--- src/rtl/judge_overlay_pkg.sv ---
// Shared definitions for the judge/overlay blocks: class colour table,
// class-lock FSM encoding and the number of colour-mapped classes.
package judge_overlay_pkg;

  localparam int CLASS_COUNT = 12;

  typedef enum logic [1:0] {
    ST_IDLE   = 2'd0,
    ST_COUNT  = 2'd1,
    ST_LOCKED = 2'd2
  } fsm_state_t;

  localparam logic [23:0] CLASS_COLOUR [CLASS_COUNT] = '{
    24'h000000, 24'hFF0000, 24'h00FF00, 24'h0000FF,
    24'hFFFF00, 24'hFF00FF, 24'h00FFFF, 24'hFF8000,
    24'h8000FF, 24'h0080FF, 24'h80FF00, 24'hFF0080
  };

  // Classes beyond the table are drawn white.
  function automatic logic [23:0] class_colour(input logic [3:0] cls);
    if (int'(cls) < CLASS_COUNT) return CLASS_COLOUR[cls];
    return 24'hFFFFFF;
  endfunction

endpackage

--- src/rtl/judge_overlay_if.sv ---
// Video stream into and out of the overlay: source side drives i_*,
// overlay side drives o_*.
interface judge_overlay_if;

  logic [23:0] i_rgb;
  logic        i_hsync;
  logic        i_vsync;
  logic        i_de;
  logic [23:0] o_rgb;
  logic        o_hsync;
  logic        o_vsync;
  logic        o_de;

  modport master (
    output i_rgb, i_hsync, i_vsync, i_de,
    input  o_rgb, o_hsync, o_vsync, o_de
  );

  modport slave (
    input  i_rgb, i_hsync, i_vsync, i_de,
    output o_rgb, o_hsync, o_vsync, o_de
  );

endinterface

--- src/rtl/judge_overlay_class_fsm.sv ---
// Frame-rate class debouncer: a class is shown only after it has been
// reported unchanged for STABLE_FRAMES consecutive frame starts.
module overlay_class_fsm
  import judge_overlay_pkg::*;
#(
  parameter int STABLE_FRAMES = 3
) (
  input  logic       pixelclk,
  input  logic       reset_n,
  input  logic       frame_start,
  input  logic [3:0] sort,
  output logic [3:0] lock_sort,
  output logic       locked
);

  localparam logic [3:0] STABLE_CNT = 4'(STABLE_FRAMES);

  fsm_state_t state;
  logic [3:0] cand;
  logic [3:0] cnt;

  // NOTE: registers are written with <= so every branch sees pre-edge values.
  always_ff @(posedge pixelclk or negedge reset_n) begin
    if (!reset_n) begin
      state     <= ST_IDLE;
      cand      <= '0;
      cnt       <= '0;
      lock_sort <= '0;
      locked    <= 1'b0;
    end else if (frame_start) begin
      if (sort != cand) begin
        cand <= sort;
        cnt  <= 4'd1;
        if (STABLE_CNT == 4'd1) begin
          state     <= ST_LOCKED;
          lock_sort <= sort;
          locked    <= 1'b1;
        end else begin
          state  <= ST_COUNT;
          locked <= 1'b0;
        end
      end else begin
        case (state)
          ST_COUNT: begin
            cnt <= cnt + 4'd1;
            if (cnt + 4'd1 >= STABLE_CNT) begin
              state     <= ST_LOCKED;
              lock_sort <= cand;
              locked    <= 1'b1;
            end
          end
          ST_LOCKED: if (cnt != 4'hF) cnt <= cnt + 4'd1;
          default: ;
        endcase
      end
    end
  end

endmodule

--- src/rtl/judge_overlay.sv ---
// Draws a class-coloured bounding box border plus a solid tag square onto
// the video stream, one pixelclk of latency, box captured per frame.
module judge_overlay
  import judge_overlay_pkg::*;
#(
  parameter int THICK         = 2,
  parameter int STABLE_FRAMES = 3,
  parameter int TAG           = 8
) (
  input  logic             pixelclk,
  input  logic             reset_n,
  input  logic             en,
  input  logic [3:0]       sort,
  input  logic [11:0]      hcount_l,
  input  logic [11:0]      hcount_r,
  input  logic [11:0]      vcount_l,
  input  logic [11:0]      vcount_r,
  judge_overlay_if.slave   vid,
  output logic [3:0]       lock_sort,
  output logic             locked
);

  localparam logic [12:0] THICK13 = 13'(THICK);
  localparam logic [12:0] TAG13   = 13'(TAG);

  logic [11:0] hcnt, vcnt;
  logic [11:0] hl_s, hr_s, vl_s, vr_s;
  logic        de_d, vsync_d;
  logic        frame_start;

  assign frame_start = vid.i_vsync & ~vsync_d;

  always_ff @(posedge pixelclk or negedge reset_n) begin
    if (!reset_n) begin
      hcnt    <= '0;
      vcnt    <= '0;
      de_d    <= 1'b0;
      vsync_d <= 1'b0;
      hl_s    <= '0;
      hr_s    <= '0;
      vl_s    <= '0;
      vr_s    <= '0;
    end else begin
      de_d    <= vid.i_de;
      vsync_d <= vid.i_vsync;
      hcnt    <= vid.i_de ? hcnt + 12'd1 : 12'd0;
      if (vid.i_vsync)            vcnt <= '0;
      else if (de_d && !vid.i_de) vcnt <= vcnt + 12'd1;
      if (frame_start) begin
        hl_s <= hcount_l;
        hr_s <= hcount_r;
        vl_s <= vcount_l;
        vr_s <= vcount_r;
      end
    end
  end

  overlay_class_fsm #(.STABLE_FRAMES(STABLE_FRAMES)) u_fsm (
    .pixelclk    (pixelclk),
    .reset_n     (reset_n),
    .frame_start (frame_start),
    .sort        (sort),
    .lock_sort   (lock_sort),
    .locked      (locked)
  );

  // One extra bit so hr-THICK style limits never wrap; right/bottom edges
  // are tested as x+THICK > hr instead of x > hr-THICK.
  logic [12:0] hc, vc, hl, hr, vl, vr;
  logic        in_box, border, tag, box_ok, paint;

  assign hc = {1'b0, hcnt};
  assign vc = {1'b0, vcnt};
  assign hl = {1'b0, hl_s};
  assign hr = {1'b0, hr_s};
  assign vl = {1'b0, vl_s};
  assign vr = {1'b0, vr_s};

  assign in_box = vid.i_de && (hc >= hl) && (hc <= hr) && (vc >= vl) && (vc <= vr);
  assign border = (hc < hl + THICK13) || (hc + THICK13 > hr) ||
                  (vc < vl + THICK13) || (vc + THICK13 > vr);
  assign tag    = (hc < hl + TAG13) && (vc < vl + TAG13);
  assign box_ok = (hl_s < hr_s) && (vl_s < vr_s);
  assign paint  = en && (lock_sort != 4'd0) && box_ok && in_box && (border || tag);

  always_ff @(posedge pixelclk or negedge reset_n) begin
    if (!reset_n) begin
      vid.o_rgb   <= '0;
      vid.o_hsync <= 1'b0;
      vid.o_vsync <= 1'b0;
      vid.o_de    <= 1'b0;
    end else begin
      vid.o_hsync <= vid.i_hsync;
      vid.o_vsync <= vid.i_vsync;
      vid.o_de    <= vid.i_de;
      if (!vid.i_de)  vid.o_rgb <= '0;
      else if (paint) vid.o_rgb <= class_colour(lock_sort);
      else            vid.o_rgb <= vid.i_rgb;
    end
  end

endmodule

--- src/flat_wrapper.sv ---
// flat-port wrapper written by rule: the top's interface ports become plain ports
module judge_overlay_flat import judge_overlay_pkg::*;
#(
  parameter int THICK         = 2,
  parameter int STABLE_FRAMES = 3,
  parameter int TAG           = 8
)
  (pixelclk, reset_n, en, sort, hcount_l, hcount_r, vcount_l, vcount_r, lock_sort, locked, vid_i_rgb, vid_i_hsync, vid_i_vsync, vid_i_de, vid_o_rgb, vid_o_hsync, vid_o_vsync, vid_o_de);
  judge_overlay_if vid_i ();
  input  logic pixelclk;
  input  logic reset_n;
  input  logic en;
  input  logic [3:0] sort;
  input  logic [11:0] hcount_l;
  input  logic [11:0] hcount_r;
  input  logic [11:0] vcount_l;
  input  logic [11:0] vcount_r;
  output logic [3:0] lock_sort;
  output logic locked;
  input wire logic [$bits(vid_i.i_rgb)-1:0] vid_i_rgb;
  input wire logic [$bits(vid_i.i_hsync)-1:0] vid_i_hsync;
  input wire logic [$bits(vid_i.i_vsync)-1:0] vid_i_vsync;
  input wire logic [$bits(vid_i.i_de)-1:0] vid_i_de;
  output wire logic [$bits(vid_i.o_rgb)-1:0] vid_o_rgb;
  output wire logic [$bits(vid_i.o_hsync)-1:0] vid_o_hsync;
  output wire logic [$bits(vid_i.o_vsync)-1:0] vid_o_vsync;
  output wire logic [$bits(vid_i.o_de)-1:0] vid_o_de;
  assign vid_i.i_rgb = vid_i_rgb;
  assign vid_i.i_hsync = vid_i_hsync;
  assign vid_i.i_vsync = vid_i_vsync;
  assign vid_i.i_de = vid_i_de;
  assign vid_o_rgb = vid_i.o_rgb;
  assign vid_o_hsync = vid_i.o_hsync;
  assign vid_o_vsync = vid_i.o_vsync;
  assign vid_o_de = vid_i.o_de;
  judge_overlay #(.THICK(THICK), .STABLE_FRAMES(STABLE_FRAMES), .TAG(TAG)) u_core (.pixelclk(pixelclk), .reset_n(reset_n), .en(en), .sort(sort), .hcount_l(hcount_l), .hcount_r(hcount_r), .vcount_l(vcount_l), .vcount_r(vcount_r), .vid(vid_i), .lock_sort(lock_sort), .locked(locked));
endmodule
--- config.mk ---
export PLATFORM = sky130hd
export DESIGN_NAME = judge_overlay_flat
export DESIGN_NICKNAME = d
export VERILOG_FILES = /design/src/rtl/judge_overlay_pkg.sv /design/src/rtl/judge_overlay_if.sv /design/src/rtl/judge_overlay_class_fsm.sv /design/src/rtl/judge_overlay.sv /design/src/flat_wrapper.sv
export SDC_FILE = /design/constraint.sdc
export NUM_CORES = 1
export LEC_CHECK = 0
export CORE_MARGIN = 10
export CORE_UTILIZATION = 52
export CTS_BUF_LIST = sky130_fd_sc_hd__clkbuf_4 sky130_fd_sc_hd__clkbuf_8
export DETAILED_ROUTE_END_ITERATION = 8
export GPL_ROUTABILITY_DRIVEN = 0
export GPL_TIMING_DRIVEN = 0
export PLACE_DENSITY = 0.75
export SLEW_MARGIN = 20
export SYNTH_ARGS = -nofsm -noshare
export SYNTH_HDL_FRONTEND = slang
export SYNTH_SLANG_ARGS = --single-unit
--- constraint.sdc ---
create_clock -name pixelclk -period 3.17 [get_ports pixelclk]
set_input_delay 0.317 -clock pixelclk [delete_from_list [all_inputs] [get_ports pixelclk]]
set_output_delay 0.317 -clock pixelclk [all_outputs]
set_load 0.005 [all_outputs]
==> metrics.cfg, run 1 <==
[global_route]
gr-usage-met3=0.0443
grt_overflow=0
top_usage_layer=met2
antenna_found_initial=1
grt_max_degree=66
grt_pass1_vias=7368
grt.total_usage=0.224
met2_usage=0.385
grt_pass1_wl_microns=39300
grtUsageMet1=0.272

[sta]
drv_slew=0
period_share=1.12
grt_setup_unrepaired=yes
fmax_mhz=281
setup_slack_ns=-0.384
tightestPinTransition_ns=0.786
relSlewSlack=0.476
setup_violations=24
whs_ns=0.300
tns_ns=-8.53
finalHoldViolCount=0
finalCriticalPeriod_ns=3.55
fin_worst_skew_ns=0.0165

[final_layout]
layout_common_cells=ha_1, clkdlybuf4s50_1, nand2_1
postLayoutCellArea_sq_um=10800
finalNonFillerCells=1307
syn2layout_area_growth_pct=26.9
utilization=0.676
drive_above_1_share=0.107
final_common_cell=ha_1
nets=1307

[floorplanning]
row_count=46
die-area_sq_um=21900
fp.dieW_microns=148
start_util=0.533
core_sq_um=16000
dieHeight_microns=148
ios=114

[synth]
netlist_instances=926
synth_edf_count=0
ys_dominant_reg_cell=dfrtp_1
ys.warnings.count=0
synth_seq_cells=113
avgSynthCellArea_sq_um=9.21
postSynth.asyncResetShare=1.00
synth_nets=1156
mappedNetlistArea_sq_um=8520
synth.distinct_cells=55
synth-seq-area-share=0.332

[cts]
cts_tree=yes
cts_buffer_depth=2
clkTransAtPathRegs_ns=0.08
clock-sinks=113
cts-root-buf=clkbuf_8
htreeDepth=4
insertion_delay_ns=0.47
cts_buffers=17

[worst_setup_path]
cp-end-kind=flop
worstSetupPathType=flop to flop
path_max_fanout=6
worstPathRequired_ns=3.47
critPathLaunch=u_core.hl_s[3]$_DFFE_PN0P_
start_kind=flop
cp_data_arrival_time_ns=3.86
r2r-start=u_core.hl_s[3]$_DFFE_PN0P_

[place]
io_buffers=113
place_area_sq_um=9960
dp_hpwl_microns=18300
placed_cells=1256

[worst_hold_path]
hp-start=vid_i_hsync
hold_class=input port to flop

[job]
cap_violations=0

[detailed_routing]
routedWlPerCell_microns=18.7
detail-route-antenna-nets=0
dr_total_vias=7468
route.detailed.drc=0
totalWireLength_microns=24500
vias_per_cell=5.71
first_pass_iters=5
drtIter0Drc=512

[power]
ir_drop_mv=0.285
power_density_nw_per_um2=405
power_leakage_nw=5.11

[outcome]
failed_checks=negative setup slack
status=complete, but fails checks

[worst max-delay path, cell delays in order, from the launching register on]
cell and delay [ns]:
dfrtp_2 0.44, ha_2 0.20, and3_4 0.18, buf_4 0.13, xnor2_1 0.12, ha_1 0.31, and4_1 0.17, a221o_1 0.35
a2111oi_1 0.62, o22ai_2 0.19, o2111ai_2 0.14, o211ai_4 0.11, buf_12 0.17, buf_8 0.13, mux2i_1 0.13
[cell usage after synthesis, types with 3 or more instances]
library cell	n	area, sq um
o211ai_1	5	37.5
and3_1	11	68.8
xor2_1	20	175
o21ai_0	68	340
o21a_1	5	37.5
a211oi_1	8	60.1
a311oi_1	3	26.3
nor2_1	45	169
o21bai_1	3	22.5
xnor2_1	52	455
nor4_1	4	25.0
nand2_1	108	405
a21oi_1	46	230
or3_1	6	37.5
o21ai_1	3	15.0
mux2_2	11	124
nand3b_1	3	22.5
and2_1	10	62.6
a21o_1	16	120
nor3_1	7	35.0
nand2b_1	3	18.8
clkbuf_1	26	97.6
inv_1	62	233
nand3_1	38	190
nor2b_1	11	68.8
o22ai_1	4	25.0
ha_1	148	1850
dfrtp_1	113	2830
a2111oi_0	4	35.0
mux2i_1	24	240
nand4_1	27	169
[report_power, final]
group          internal, W  switching, W
registers          0.00157      0.000122
clock network     0.000911      0.000679
logic             0.000503      0.000596
total              0.00298       0.00140
[layout make-up]
cell class,instances,area [sq um]
plain buffers,26,131
repair buffers,134,1360
flip-flops and latches,113,2850
diodes,1,2.50
fillers,1316,5180
clock buffers,20,269
clock inverters,12,180
well taps,216,270
multi-input cells,721,5520
inverters,64,240
[kinds of logic (layout without fill, tap and decap cells)]
family / Yosys count / count (layout) / synth area share
and+or+nand+nor: 280 / 280 / 0.158
AOI/OAI and AO/OA: 186 / 186 / 0.134
adders and majority gates: 148 / 148 / 0.217
DFF: 113 / 113 / 0.332
buffers and inverters: 92 / 256 / 0.0423
xor gates and xnor gates: 72 / 72 / 0.0740
muxes: 35 / 35 / 0.0427
other: 0 / 1 / 0
[registers in the layout, summed over array words and instances (netlist names), 4 cells and up]
signal and flops:
u_core.hcnt 12, u_core.hl_s 12, u_core.hr_s 12, u_core.u_fsm.cand 4
u_core.u_fsm.cnt 4, u_core.u_fsm.lock_sort 4, u_core.vcnt 12, u_core.vid.o_rgb 24
u_core.vl_s 12, u_core.vr_s 12
[metrics by stage]
stage	worst slack [ns]	total power (W)
after floorplan	0.0147	0.00233
after global placement	-2.72	0.00271
after detailed placement	-0.692	0.00275
after CTS	-0.310	0.00437
after global routing	-0.429	0.00461
final	-0.384	0.00438
[what timing repair did]
action / 4_1_cts / 5_1_grt
resized for setup: 39 / 22
hold endpoints to repair: 64 / 0
buffers inserted: 12 / 7
gates cloned: 1 / 1
pin swaps: 13 / 15
endpoints found under the setup margin: 24 / 24
hold buffers: 1 / 0
[layer usage]
metal  routed length, microns  up-vias
met4                      606        0
met2                    12400      200
met1                    10400     3629
li1                         -     3592
met5                        0        -
met3                     1100       47
[final timing paths]
| kind | endpoint | slack [ns] | cells past startpoint |
|---|---|---|---|
| max | u_core.vid.o_rgb[8]$_DFF_PN0_ | -0.38 | 14 |
| min | u_core.vid.o_hsync$_DFF_PN0_ | 0.30 | 1 |
| min in group asynchronous | u_core.vid.o_rgb[16]$_DFF_PN0_ | 0.42 | 2 |
| max reg2reg | u_core.vid.o_rgb[8]$_DFF_PN0_ | -0.38 | 14 |
| min reg2reg | u_core.vr_s[0]$_DFFE_PN0P_ | 0.56 | 1 |
| max in group asynchronous | u_core.vcnt[4]$_DFFE_PN0P_ | 2.04 | 3 |
(Power assumes the default switching activity.)
==> run 2, diff against run 1 <==
Settings changed: CORE_UTILIZATION 52 to 55, PLACE_DENSITY 0.75 to 0.76, SETUP_SLACK_MARGIN set to 0.15.
Clock period 3.17 ns to 4.4 ns, I/O delays scaled along.
==> metrics.cfg, run 2 (synthesis gave the netlist of run 1 again) <==
[outcome]
status=finished, final reports clean

[sta]
finalHoldViolCount=0  ; unchanged
tightestPinTransition_ns=0.859  ; +0.0723 ns
finalCriticalPeriod_ns=3.97  ; +0.420 ns
drv_slew=0  ; unchanged
setup_slack_ns=0.426  ; +0.810 ns
period_share=0.903  ; -0.218
whs_ns=0.437  ; +0.137 ns
setup_violations=0  ; -100%
relSlewSlack=0.428  ; -0.0482
grt_setup_unrepaired=no
fmax_mhz=252  ; -11%
fin_worst_skew_ns=0.00912  ; -0.00736 ns

[worst_setup_path]
path_max_fanout=10  ; +4
critPathBufInv=2  ; -1
cp_top_family=compound AO/OA/AOI/OAI gates
worstPathRequired_ns=4.76  ; +1.29 ns
cpMaxStageDelayCell=dfrtp_1
cp_common_cell=or3_1
cp_cell_sequence=nand3_1 > or3_1 > clkbuf_1 > xnor2_1 > ha_1 > nand4_1 > a2111oi_0 > or3_1 > a221oi_1 > o22ai_1 > o2111ai_1 > o211ai_4 > buf_6 > mux2i_1
start_kind=flop
cp_data_arrival_time_ns=4.33  ; +0.47 ns
worstSetupPathType=flop to flop
cp-end-kind=flop
r2r-start=u_core.vl_s[3]$_DFFE_PN0P_
critPathLaunch=u_core.vl_s[3]$_DFFE_PN0P_
slowest_delay_ns=0.50  ; -0.12 ns

[global_route]
grt_max_degree=67  ; +1.5%
grt_pass1_vias=7247  ; -1.6%
grt_pass1_wl_microns=37700  ; -4.1%
antenna_found_initial=1  ; unchanged
grt_overflow=0  ; unchanged
grt.total_usage=0.231  ; +0.00637

[final_layout]
layout_common_cells=ha_1, dfrtp_1, clkdlybuf4s50_1
postLayoutCellArea_sq_um=10400  ; -3.9%
syn2layout_area_growth_pct=22.0
nets=1290  ; -1.3%
drive_above_1_share=0.0476  ; -0.0597
finalNonFillerCells=1260  ; -3.6%
largest_reg_flops=24  ; unchanged
final_common_cell=ha_1
top_register=u_core.vid.o_rgb
nFillCells=1250  ; -5.0%

[power]
ir_drop_mv=0.297  ; +4.3%
power_leakage_nw=5.00  ; -2.2%
power_density_nw_per_um2=305  ; -25%

[detailed_routing]
detail-route-antenna-nets=0  ; unchanged
drtIter0Drc=351  ; -31%
first_pass_iters=8  ; +3
routedWlPerCell_microns=18.4  ; -1.8%
route.detailed.drc=0  ; unchanged
totalWireLength_microns=23200  ; -5.3%
vias_per_cell=5.74  ; +0.42%
dr_total_vias=7230  ; -3.2%

[cts]
clkTransAtPathRegs_ns=0.07  ; about the same
cts_tree=yes
cts_buffers=17  ; unchanged
insertion_delay_ns=0.44  ; -0.03 ns
htreeDepth=4  ; unchanged
cts_buffer_depth=2  ; unchanged
clock-sinks=113  ; unchanged
postCtsSetupBuffers=0  ; -12
cts-root-buf=clkbuf_8

[floorplanning]
row_count=45  ; -2.2%
fp.dieW_microns=144  ; -2.4%
die-area_sq_um=20900  ; -4.7%
dieHeight_microns=144  ; -2.4%
ios=114  ; unchanged
core_sq_um=15200  ; -5.0%
start_util=0.561  ; +0.0280

[worst_hold_path]
hp-start=vid_i_hsync
hold_class=input port to flop

[place]
preCtsSetupSlack_ns=0.394  ; +1.09 ns
io_buffers=113  ; unchanged
placed_cells=1228  ; -2.2%
place_area_sq_um=9920  ; -0.40%
dp_hpwl_microns=17600  ; -3.3%

[job]
cap_violations=0  ; unchanged

run 2: changes by cell type in the layout (fill, tap and decap cells not counted), sizes merged:
cell      change
buf          -18
bufinv        +2
clkinvlp      -1
inv           -2
run 2: worst paths after layout:
kind	slack (ns)	end	cells past startpoint
min in group asynchronous	0.50	u_core.vid.o_rgb[21]$_DFF_PN0_	2
max reg2reg	0.43	u_core.vid.o_rgb[9]$_DFF_PN0_	14
max	0.43	u_core.vid.o_rgb[9]$_DFF_PN0_	14
min	0.44	u_core.vid.o_hsync$_DFF_PN0_	1
max in group asynchronous	3.20	u_core.vcnt[4]$_DFFE_PN0P_	3
min reg2reg	0.55	u_core.u_fsm.lock_sort[1]$_DFFE_PN0P_	1
run 2: metrics by stage:
stage,total power (W),setup TNS (ns),util
after floorplan,0.00168,0,-
after global placement,0.00196,-185.72,0.651
after detailed placement,0.00198,0,0.653
after CTS,0.00319,0,0.684
after global routing,0.00336,0,0.684
final,0.00317,0,0.684
run 2: repair_timing:
action | in CTS | in global routing
endpoints found under the setup margin | 0 | 9
hold buffers | 1 | 0
gates resized for setup | 0 | 1
hold endpoints to repair | 47 | 0
run 2: metal layers:
metal  global-route usage  routed length (microns)  vias to the layer above
met2                0.395                    11700                      174
met3               0.0528                     1110                       41
li1                     -                        -                     3550
met5                    0                        0                        -
met4               0.0803                      492                        0
met1                0.277                     9900                     3465
run 2: area by class of cell:
class / count / area, sq um / area share
multi-input combinational: 721 / 5340 / 0.513
sequential: 113 / 2830 / 0.272
timing repair buffer: 115 / 1170 / 0.112
clock buffer: 19 / 255 / 0.0245
inverter: 64 / 240 / 0.0231
tap: 188 / 235 / 0.0226
clock inverter: 11 / 211 / 0.0203
buffer: 28 / 120 / 0.0115
antenna: 1 / 2.50 / 0.000241
run 2: where the power goes:
group	total [W]	switching (W)	internal [W]
sequential	0.00122	0.0000910	0.00113
combinational	0.000758	0.000409	0.000349
clock	0.00119	0.000449	0.000744
total	0.00317	0.000949	0.00222
==> run 3, diff against run 2 <==
Settings changed: RECOVER_POWER set to 100, SETUP_SLACK_MARGIN 0.15 to 0.2.
==> metrics.cfg, run 3 (synthesis gave the netlist of run 1 again) <==
[sta]
relSlewSlack=-0.771  ; -1.20
fmax_mhz=244  ; -3.0%
grt_setup_unrepaired=no
tightestPinTransition_ns=2.66  ; +1.80 ns
setup_violations=0  ; unchanged
setup_slack_ns=0.301  ; -0.125 ns
finalHoldViolCount=0  ; unchanged
finalCriticalPeriod_ns=4.10  ; +0.125 ns
whs_ns=0.550  ; +0.113 ns
period_share=0.931  ; +0.0284
tns_ns=0  ; unchanged
drv_slew=49  ; +49
fin_worst_skew_ns=0.0104  ; +0.00129 ns

[detailed_routing]
dr_total_vias=7233  ; +0.041%
wl_met1_microns=9890  ; -0.11%
detail-route-antenna-nets=0  ; unchanged
dr_wl_met3_microns=1170  ; +5.5%
routed-wl-met2_microns=11700  ; +0.24%
routedWlPerCell_microns=18.4  ; +0.28%
top_layer_used=met4
drtIter0Drc=352  ; +0.28%
totalWireLength_microns=23200  ; +0.28%
first_pass_iters=7  ; -1
route.detailed.drc=0  ; unchanged
vias_per_cell=5.74  ; about the same

[outcome]
status=complete, but fails checks
failed_checks=max-capacitance violations, max-slew violations

[worst_hold_path]
hold_class=input port to flop
hp-start=hcount_l[9]

[final_layout]
nets=1290  ; unchanged
drive_above_1_share=0.0467  ; -0.000934
syn2layout_area_growth_pct=21.7
top_register=u_core.vid.o_rgb
largest_reg_flops=24  ; unchanged
nFillCells=1255  ; +0.40%
layout_common_cells=ha_1, dfrtp_1, nand2_1
final_common_cell=ha_1

[cts]
insertion_delay_ns=0.44  ; about the same
cts_buffer_depth=2  ; unchanged
clock-sinks=113  ; unchanged
cts_buffers=17  ; unchanged
postCtsSetupBuffers=0  ; unchanged
htreeDepth=4  ; unchanged
clkTransAtPathRegs_ns=0.07  ; about the same
cts_tree=yes
cts-root-buf=clkbuf_8

[floorplanning]
fp.dieW_microns=144  ; unchanged
start_util=0.561  ; unchanged
ios=114  ; unchanged
row_count=45  ; unchanged
dieHeight_microns=144  ; unchanged
die-area_sq_um=20900  ; unchanged
core_sq_um=15200  ; unchanged

[global_route]
grt_pass1_vias=7247  ; unchanged
grt_max_degree=67  ; unchanged
antenna_found_initial=1  ; unchanged
grt_pass1_wl_microns=37700  ; unchanged
grt_overflow=0  ; unchanged
grt.total_usage=0.231  ; unchanged

[place]
dp_hpwl_microns=17600  ; unchanged
preCtsSetupSlack_ns=0.394  ; unchanged
io_buffers=113  ; unchanged

[worst_setup_path]
critPathLaunch=u_core.hcnt[3]$_DFF_PN0_
worstPathRequired_ns=4.75  ; about the same
cp-end-kind=flop
path_max_fanout=10  ; unchanged
worstSetupPathType=flop to flop
start_kind=flop
r2r-start=u_core.hcnt[3]$_DFF_PN0_
cp_data_arrival_time_ns=4.45  ; +0.12 ns

[job]
cap_violations=1  ; +1

[power]
power_density_nw_per_um2=305  ; about the same
ir_drop_mv=0.302  ; +1.8%
power_leakage_nw=5.04  ; +0.87%

-- run 3: worst max-delay path, stage by stage, from the launching register on --
cell	delay (ns)
dfrtp_1	0.51
clkbuf_1	0.33
nand3_1	0.21
nor2_1	0.31
nand3_1	0.14
xnor2_1	0.17
ha_1	0.32
nand4_1	0.14
a31oi_1	0.05
a2111oi_0	0.63
o21a_1	0.19
o2111ai_1	0.19
o211ai_4	0.38
buf_6	0.23
mux2i_1	0.22
-- run 3: layer usage --
layer,track usage,up-vias
met5,0,-
met4,0.0803,0
met3,0.0528,42
met2,0.395,175
met1,0.277,3466
li1,-,3550
-- run 3: final timing paths --
path / end / slack [ns] / cells past startpoint
worst max register to register: u_core.vid.o_rgb[9]$_DFF_PN0_ / 0.30 / 14
worst max-delay path: u_core.vid.o_rgb[9]$_DFF_PN0_ / 0.30 / 14
worst min-delay path: u_core.hl_s[9]$_DFFE_PN0P_ / 0.55 / 3
max in group asynchronous: u_core.vcnt[10]$_DFFE_PN0P_ / 0.82 / 3
worst min register to register: u_core.u_fsm.lock_sort[1]$_DFFE_PN0P_ / 0.56 / 1
min in group asynchronous: u_core.vid.o_rgb[21]$_DFF_PN0_ / 1.38 / 2
-- run 3: area by class of cell --
cell class              instances  area, sq um  area share
diodes                          1         2.50    0.000241
flip-flops and latches        113         2830       0.273
multi-input cells             721         5340       0.515
clock buffers                  19          255      0.0246
plain buffers                  28          120      0.0116
clock inverters                11          211      0.0204
inverters                      64          240      0.0232
well taps                     188          235      0.0227
repair buffers                115         1140       0.110
-- run 3: power breakdown --
| group | internal, W | switching (W) | total [W] | leakage [nW] |
|---|---|---|---|---|
| combinational | 0.000339 | 0.000408 | 0.000747 | 3.36 |
| clock | 0.000744 | 0.000451 | 0.00120 | 0.235 |
| sequential | 0.00113 | 0.0000911 | 0.00122 | 1.44 |
| total | 0.00221 | 0.000950 | 0.00316 | 5.04 |
-- run 3: repair_timing --
| item | 4_1_cts | 5_1_grt |
|---|---|---|
| hold endpoints to repair | 47 | 0 |
| setup endpoints to repair | 0 | 20 |
| resized for setup | 0 | 1 |
| hold buffers | 1 | 0 |
-- run 3: per-stage QoR --
stage               instances   util  power (W)  instance area (sq um)
floorplan                 926      -    0.00168                   8520
global placement         1227  0.651    0.00196                   9890
detailed placement       1228  0.653    0.00198                   9920
CTS                      1259  0.684    0.00319                  10400
global route             1260  0.682    0.00335                  10400
finish                   1260  0.682    0.00316                  10400
